## src/rtl/polilobinho_pkg.sv

```systemverilog
// rtl/polilobinho_pkg.sv - shared game constants and vote-sequencer state encodings
package polilobinho_pkg;

    localparam int N_JOG = 5;
    localparam int W_ID  = 3;
    localparam int W_CNT = 3;

    localparam logic [W_ID-1:0] ID_NENHUM = '1;
    localparam logic [W_ID-1:0] ID_ULTIMO = W_ID'(N_JOG - 1);
    localparam logic [W_ID-1:0] ID_LIMITE = W_ID'(N_JOG);

    // Encodings are exposed on db_estado and decoded by the debug display.
    typedef enum logic [2:0] {
        OCIOSO   = 3'd0,
        CARREGA  = 3'd1,
        CHECA    = 3'd2,
        ESPERA   = 3'd3,
        REGISTRA = 3'd4,
        APURA    = 3'd5,
        FIM      = 3'd6
    } apurador_estado_t;

endpackage

```

## src/rtl/contador_votos.sv

```systemverilog
// rtl/contador_votos.sv - per-player saturating vote tallies with sync clear and indexed increment
module contador_votos #(
    parameter int N     = 5,
    parameter int W_ID  = 3,
    parameter int W_CNT = 3
) (
    input  logic               clock,
    input  logic               reset,
    input  logic               limpa,
    input  logic               incrementa,
    input  logic [W_ID-1:0]    alvo,
    output logic [N*W_CNT-1:0] contagens
);

    logic [W_CNT-1:0] cnt [N];

    always_ff @(posedge clock or posedge reset) begin
        if (reset) begin
            for (int i = 0; i < N; i++) cnt[i] <= '0;
        end else if (limpa) begin
            for (int i = 0; i < N; i++) cnt[i] <= '0;
        end else if (incrementa) begin
            // Out-of-range targets match no counter and are dropped.
            for (int i = 0; i < N; i++) begin
                if (alvo == W_ID'(i) && cnt[i] != '1) cnt[i] <= cnt[i] + 1'b1;
            end
        end
    end

    for (genvar g = 0; g < N; g++) begin : g_flat
        assign contagens[g*W_CNT +: W_CNT] = cnt[g];
    end

endmodule

```

## src/rtl/apurador_votos.sv

```systemverilog
// rtl/apurador_votos.sv - day-phase vote sequencer, tally and most-voted scan
module apurador_votos
    import polilobinho_pkg::*;
(
    input  logic             clock,
    input  logic             reset,
    input  logic             votacao,
    input  logic             passa,
    input  logic [W_ID-1:0]  voto,
    input  logic [N_JOG-1:0] vivos,
    input  logic [W_ID-1:0]  lobo_id,
    output logic [W_ID-1:0]  jogador_atual,
    output logic             votou,
    output logic             acertou,
    output logic             empate,
    output logic [W_ID-1:0]  eliminado,
    output logic [2:0]       db_estado
);

    apurador_estado_t estado, prox_estado;

    logic [W_ID-1:0]        idx;
    logic [W_ID-1:0]        voto_reg;
    logic [W_ID-1:0]        scan;
    logic [W_ID-1:0]        arg_max;
    logic [W_CNT-1:0]       max_cnt;
    logic                   tie;
    logic                   limpa;
    logic                   incrementa;
    logic                   voto_valido;
    logic [N_JOG*W_CNT-1:0] contagens;
    logic [W_CNT-1:0]       tally_scan;
    logic [W_CNT-1:0]       max_nxt;
    logic [W_ID-1:0]        arg_nxt;
    logic                   tie_nxt;
    logic                   res_empate;
    logic [W_ID-1:0]        res_elim;
    logic                   res_acertou;

    contador_votos #(
        .N     (N_JOG),
        .W_ID  (W_ID),
        .W_CNT (W_CNT)
    ) u_contador (
        .clock      (clock),
        .reset      (reset),
        .limpa      (limpa),
        .incrementa (incrementa),
        .alvo       (voto_reg),
        .contagens  (contagens)
    );

    assign voto_valido = (voto < ID_LIMITE) && vivos[voto];
    assign tally_scan  = contagens[int'(scan)*W_CNT +: W_CNT];

    always_comb begin
        prox_estado = estado;
        limpa       = 1'b0;
        incrementa  = 1'b0;
        if (estado != OCIOSO && !votacao) begin
            prox_estado = OCIOSO;
        end else begin
            case (estado)
                OCIOSO:   if (votacao) prox_estado = CARREGA;
                CARREGA: begin
                    limpa       = 1'b1;
                    prox_estado = CHECA;
                end
                CHECA: begin
                    if (vivos[idx])            prox_estado = ESPERA;
                    else if (idx == ID_ULTIMO) prox_estado = APURA;
                end
                ESPERA:   if (passa && voto_valido) prox_estado = REGISTRA;
                REGISTRA: begin
                    incrementa  = 1'b1;
                    prox_estado = (idx == ID_ULTIMO) ? APURA : CHECA;
                end
                APURA:    if (scan == ID_ULTIMO) prox_estado = FIM;
                FIM:      prox_estado = FIM;
                default:  prox_estado = OCIOSO;
            endcase
        end
    end

    // First strictly greater tally wins; an equal non-zero tally marks a tie.
    always_comb begin
        max_nxt = max_cnt;
        arg_nxt = arg_max;
        tie_nxt = tie;
        if (tally_scan > max_cnt) begin
            max_nxt = tally_scan;
            arg_nxt = scan;
            tie_nxt = 1'b0;
        end else if (tally_scan == max_cnt && tally_scan != '0) begin
            tie_nxt = 1'b1;
        end
        res_empate  = tie_nxt | (max_nxt == '0);
        res_elim    = res_empate ? ID_NENHUM : arg_nxt;
        res_acertou = !res_empate && (res_elim == lobo_id);
    end

    always_ff @(posedge clock or posedge reset) begin
        if (reset) begin
            estado   <= OCIOSO;
            idx      <= '0;
            voto_reg <= '0;
            scan     <= '0;
            arg_max  <= ID_NENHUM;
            max_cnt  <= '0;
            tie      <= 1'b0;
        end else begin
            estado <= prox_estado;
            case (estado)
                CARREGA: begin
                    idx     <= '0;
                    scan    <= '0;
                    arg_max <= ID_NENHUM;
                    max_cnt <= '0;
                    tie     <= 1'b0;
                end
                CHECA:    if (prox_estado == CHECA) idx <= idx + W_ID'(1);
                ESPERA:   if (prox_estado == REGISTRA) voto_reg <= voto;
                REGISTRA: if (prox_estado == CHECA) idx <= idx + W_ID'(1);
                APURA: begin
                    scan    <= scan + W_ID'(1);
                    max_cnt <= max_nxt;
                    arg_max <= arg_nxt;
                    tie     <= tie_nxt;
                end
                default: ;
            endcase
        end
    end

    // Result is captured on FIM entry and held; every other state shows the idle values.
    always_ff @(posedge clock or posedge reset) begin
        if (reset) begin
            votou     <= 1'b0;
            acertou   <= 1'b0;
            empate    <= 1'b0;
            eliminado <= ID_NENHUM;
        end else if (estado == APURA && prox_estado == FIM) begin
            votou     <= 1'b1;
            acertou   <= res_acertou;
            empate    <= res_empate;
            eliminado <= res_elim;
        end else if (prox_estado != FIM) begin
            votou     <= 1'b0;
            acertou   <= 1'b0;
            empate    <= 1'b0;
            eliminado <= ID_NENHUM;
        end
    end

    assign jogador_atual = (estado == ESPERA) ? idx : ID_NENHUM;
    assign db_estado     = estado;

endmodule
```

## config.mk

```make
export PLATFORM = sky130hd
export DESIGN_NAME = apurador_votos
export DESIGN_NICKNAME = d
export VERILOG_FILES = /design/src/rtl/polilobinho_pkg.sv /design/src/rtl/contador_votos.sv /design/src/rtl/apurador_votos.sv
export SDC_FILE = /design/constraint.sdc
export NUM_CORES = 1
export LEC_CHECK = 0
export CORE_MARGIN = 2
export CORE_UTILIZATION = 35
export DETAILED_ROUTE_END_ITERATION = 7
export GPL_TIMING_DRIVEN = 0
export HOLD_SLACK_MARGIN = 0.1
export PLACE_DENSITY_LB_ADDON = 0.08
export RECOVER_POWER = 100
export REMOVE_ABC_BUFFERS = 1
export SYNTH_ARGS = -nofsm -noshare
export SYNTH_HDL_FRONTEND = slang
export SYNTH_SLANG_ARGS = --single-unit
```

## constraint.sdc

```tcl
create_clock -name clock -period 2.9 [get_ports clock]
set_input_delay 0.58 -clock clock [delete_from_list [all_inputs] [get_ports clock]]
set_output_delay 0.58 -clock clock [all_outputs]
set_load 0.01 [all_outputs]
```

==> impl_summary.log, run 1 <==
[metrics] outcome: complete, no violations
[metrics] fin. max-slew vios: 0
[metrics] cell count after placement: a little under 400
[metrics] H-tree lvl count: 2
[metrics] fraction of final layout cells sized beyond drive strength 1: 18.15%
[metrics] fill cell count: roughly 750
[metrics] worst-skew pair later-pin latency: 0.29 ns
[metrics] reg2reg end: acertou
[metrics] number of DRC violations after detailed-routing iteration 0: 52
[metrics] final number of setup-violating endpoints: 0
[metrics] initial antenna violation count: 0
[metrics] type of destination of the critical path: register
[metrics] Max Cap Violations: 0
[metrics] first-pass GRT wire length: between 9000 and 10000 um
[metrics] worst-case clock buffer depth: 2
[metrics] die footprint: roughly 8000 sq um
[metrics] number of top-level pins: 27
[metrics] antenna cells: 0
[metrics] TritonRoute pass-1 iters: 4
[metrics] flop and latch count out of synthesis: 40
[metrics] number of global-route vias before repair: 2049
[metrics] maximum vdd ir drop: around 0.28 mV
[metrics] Vias per Instance: a little over 5
[metrics] reg-to-reg critical path startpoint: scan[0]
[metrics] endpoint of the worst hold path: votou
[metrics] vias: ~2100
[metrics] yosys warns: 0
[metrics] standby leakage power: about 1.5 nW
[metrics] setup slack of the most critical reg-to-reg path: a little under 0.09 ns
[metrics] final wirelength: a little under 6000 um
[metrics] number of cells traversed by the worst register-to-register path: 11
[metrics] Hold Startpoint: votou
[metrics] Final Hold Vio Count: 0
[metrics] routability cong.: about 0.84
[metrics] part of the Yosys area used for sequential elements: slightly below 40%
[metrics] final net count: roughly 350
[metrics] number of synthesized flops with an enable pin: 0
[metrics] maximum clock rate: between 300 and 400 MHz
[metrics] Clock Sinks: 40
[metrics] critical path start-end classification: reg -> reg
[metrics] final cell utilization of the core: between 40% and 50%
[metrics] cell chosen for the clock root: sky130_fd_sc_hd__clkbuf_8
[metrics] TNS Setup: 0 ns
[metrics] mean cell area of the mapped netlist: between 9 and 10 sq um
[metrics] Hold WC Path Type: reg -> reg
[metrics] number of antenna-violating nets in the routed design: 0
[metrics] Gate Count Post-Synth: 279
[metrics] GRT Residual Overflow: 0
[metrics] required time at the worst-slack endpoint: 3.14 ns
[metrics] Post-Route Hold Slack: 0.4940 ns
[metrics] number of buffers added on ports: 26
[metrics] effective utilization at floorplan: a little over a third
[metrics] Num CTS Buffers: 5
[metrics] pin count of the biggest net entering global routing: 25
[metrics] primary flip-flop cell chosen by synthesis mapping: sky130_fd_sc_hd__dfrtp_1
[metrics] width of the die: 90.46 um
[metrics] number of cell rows: 31
[metrics] post-detailed-route DRC marker count: 0
[metrics] shortest clock period the worst path allows after layout: between 2 and 3 ns
[metrics] post-synthesis cell type count: 61
[metrics] wire length per cell after detailed routing: roughly 14 um
[metrics] worst slew pin tran: approximately 1.1 ns
[metrics] Synth Cell Area: between 2000 and 3000 sq um
[metrics] Final period util: 96.98%
[metrics] kind of start point of the critical path: register
[metrics] min setup slack post-route: 0.08765 ns
[metrics] maximum clock skew at final layout: roughly 0.0054 ns
[metrics] worst setup timing slack at the placement stage: -0.4134 ns
[metrics] final non-filler cell total: approximately 410
[metrics] number of cells on the worst hold path: 1
[metrics] synth-to-layout area growth: 23.48%
[metrics] clock-pin transition on the worst setup and hold timing paths: about 0.08 ns
[metrics] worst endpoint data arrival time: a little over 3 ns
[metrics] post-DP HPWL: 4292 um
[metrics] relative max-transition margin: 25.27%
[metrics] core region area: about 7300 sq um
[metrics] largest fanout of any net on the critical path: 6
[metrics] Die Height: 90.46 um
[metrics] Async SR Flop Fraction: 100.0%
[metrics] power per unit of standard cell area: ~790 nW/um^2
[metrics] TritonCTS clock tree: done
[metrics] overall routing resource usage: ~15%
[metrics] Largest register FFs: 15
synthesized netlist by cell type (5+ instances only):
library cell / n / share of area, %
sky130_fd_sc_hd__nor2_1: 37 / 5.3
sky130_fd_sc_hd__dfrtp_1: 34 / 33
sky130_fd_sc_hd__mux2i_1: 20 / 7.7
sky130_fd_sc_hd__nand2_1: 20 / 2.9
sky130_fd_sc_hd__a21oi_1: 17 / 3.3
sky130_fd_sc_hd__ha_1: 17 / 8.1
sky130_fd_sc_hd__inv_1: 15 / 2.2
sky130_fd_sc_hd__o21ai_0: 10 / 1.9
sky130_fd_sc_hd__clkbuf_1: 8 / 1.1
sky130_fd_sc_hd__nand3_1: 8 / 1.5
sky130_fd_sc_hd__dfstp_2: 6 / 6.0
sky130_fd_sc_hd__nand2b_1: 5 / 1.2
sky130_fd_sc_hd__o22ai_1: 5 / 1.2
sky130_fd_sc_hd__xnor2_1: 5 / 1.7
cell usage in the layout (no fill, tap or decap), types with 4 or more instances in the layout:
cell type	n
sky130_fd_sc_hd__ha_1	15
sky130_fd_sc_hd__clkdlybuf4s50_1	17
sky130_fd_sc_hd__dfrtp_1	30
sky130_fd_sc_hd__nand2_1	19
sky130_fd_sc_hd__a21oi_1	16
sky130_fd_sc_hd__clkbuf_8	5
sky130_fd_sc_hd__o21ai_0	10
sky130_fd_sc_hd__nand2b_1	5
sky130_fd_sc_hd__buf_4	11
sky130_fd_sc_hd__inv_1	13
sky130_fd_sc_hd__xor2_1	4
sky130_fd_sc_hd__nand3_1	9
sky130_fd_sc_hd__nor2_1	36
sky130_fd_sc_hd__dfrtp_2	4
sky130_fd_sc_hd__xnor2_1	5
sky130_fd_sc_hd__o22ai_1	5
sky130_fd_sc_hd__dlygate4sd3_1	9
sky130_fd_sc_hd__nor2b_1	4
sky130_fd_sc_hd__mux2i_1	16
sky130_fd_sc_hd__dfstp_2	6
how the worst max path moves through the flow:
stage	cells after the start	end	slack, ns	from
2_1_floorplan	11	acertou	0.03	scan[0]
3_3_place_gp	12	acertou	-0.42	scan[0]
3_5_place_dp	12	acertou	-0.41	scan[0]
4_1_cts	12	acertou	0.01	scan[1]
5_1_grt	14	acertou	-0.02	scan[1]
6_report	11	acertou	0.09	scan[0]
layout make-up:
class | count | area, sq um | area share [%]
Clock buffer | 5 | 68.82 | 2.130
Clock inverter | 3 | 42.54 | 1.317
Inverter | 16 | 62.56 | 1.936
Multi-Input combinational cell | 211 | 1553 | 48.06
Sequential cell | 40 | 1013 | 31.37
Tap cell | 99 | 123.9 | 3.834
Timing Repair Buffer | 39 | 366.6 | 11.35
metrics by stage:
step | total power, W | instance area (sq um)
after floorplan | 0.001631 | 2554
after detailed placement | 0.001927 | 2958
after global placement | 0.001920 | 2938
final | 0.002549 | 3231
after CTS | 0.002544 | 3164
after global routing | 0.002765 | 3231
timing repair:
action                                  4_1_cts  5_1_grt
hold buffers                                  0        0
buffers inserted                              8        4
endpoints found under the setup margin        8        3
pin swaps                                     1        4
resized for setup                            11       13
report_power, final:
part / leakage (nW) / switching, W / internal (W)
registers: 0.522 / 0.000196 / 0.000671
clock network: 0.0541 / 0.000206 / 0.000255
logic: 0.943 / 0.000629 / 0.000593
routing by layer:
| metal | global-route usage (%) | vias to the layer above | routed length [um] |
|---|---|---|---|
| li1 | - | 1058 | - |
| met5 | 0 | - | 0 |
| met4 | 4.231 | 0 | 69 |
| met2 | 24.69 | 24 | 2855 |
| met3 | 2.838 | 6 | 180 |
| met1 | 19.65 | 1043 | 2809 |
cell families after synthesis:
logic type / Yosys count / share of synthesized area [%]
compound gates: 58 / 14.97
xor+xnor: 9 / 3.013
fa+ha+maj: 17 / 8.130
buf+inv: 28 / 4.686
flops: 40 / 38.55
mux: 25 / 9.804
simple gates: 102 / 20.85
worst max-delay path: stages, from the launching register on:
cell and delay [ns]:
sky130_fd_sc_hd__dfrtp_2 0.46, sky130_fd_sc_hd__or4b_1 0.55, sky130_fd_sc_hd__o21ai_2 0.10, sky130_fd_sc_hd__nor2_2 0.07, sky130_fd_sc_hd__inv_2 0.06, sky130_fd_sc_hd__ha_4 0.20
sky130_fd_sc_hd__and3_1 0.22, sky130_fd_sc_hd__nor2_4 0.23, sky130_fd_sc_hd__mux2i_2 0.29, sky130_fd_sc_hd__xnor2_1 0.12, sky130_fd_sc_hd__o41ai_2 0.29, sky130_fd_sc_hd__and2_1 0.15
(Power assumes the default switching activity.)
==> inputs of run 2 (changes only) <==
--- a/config.mk
+++ b/config.mk
@@ -7,6 +7,7 @@
 export LEC_CHECK = 0
 export CORE_MARGIN = 2
 export CORE_UTILIZATION = 35
+export CTS_BUF_LIST = sky130_fd_sc_hd__clkbuf_8 sky130_fd_sc_hd__clkbuf_16
 export DETAILED_ROUTE_END_ITERATION = 7
 export GPL_TIMING_DRIVEN = 0
 export HOLD_SLACK_MARGIN = 0.1
==> results of run 2 <==
Same layout as run 1: the final DEF is identical, and so are final timing and power.
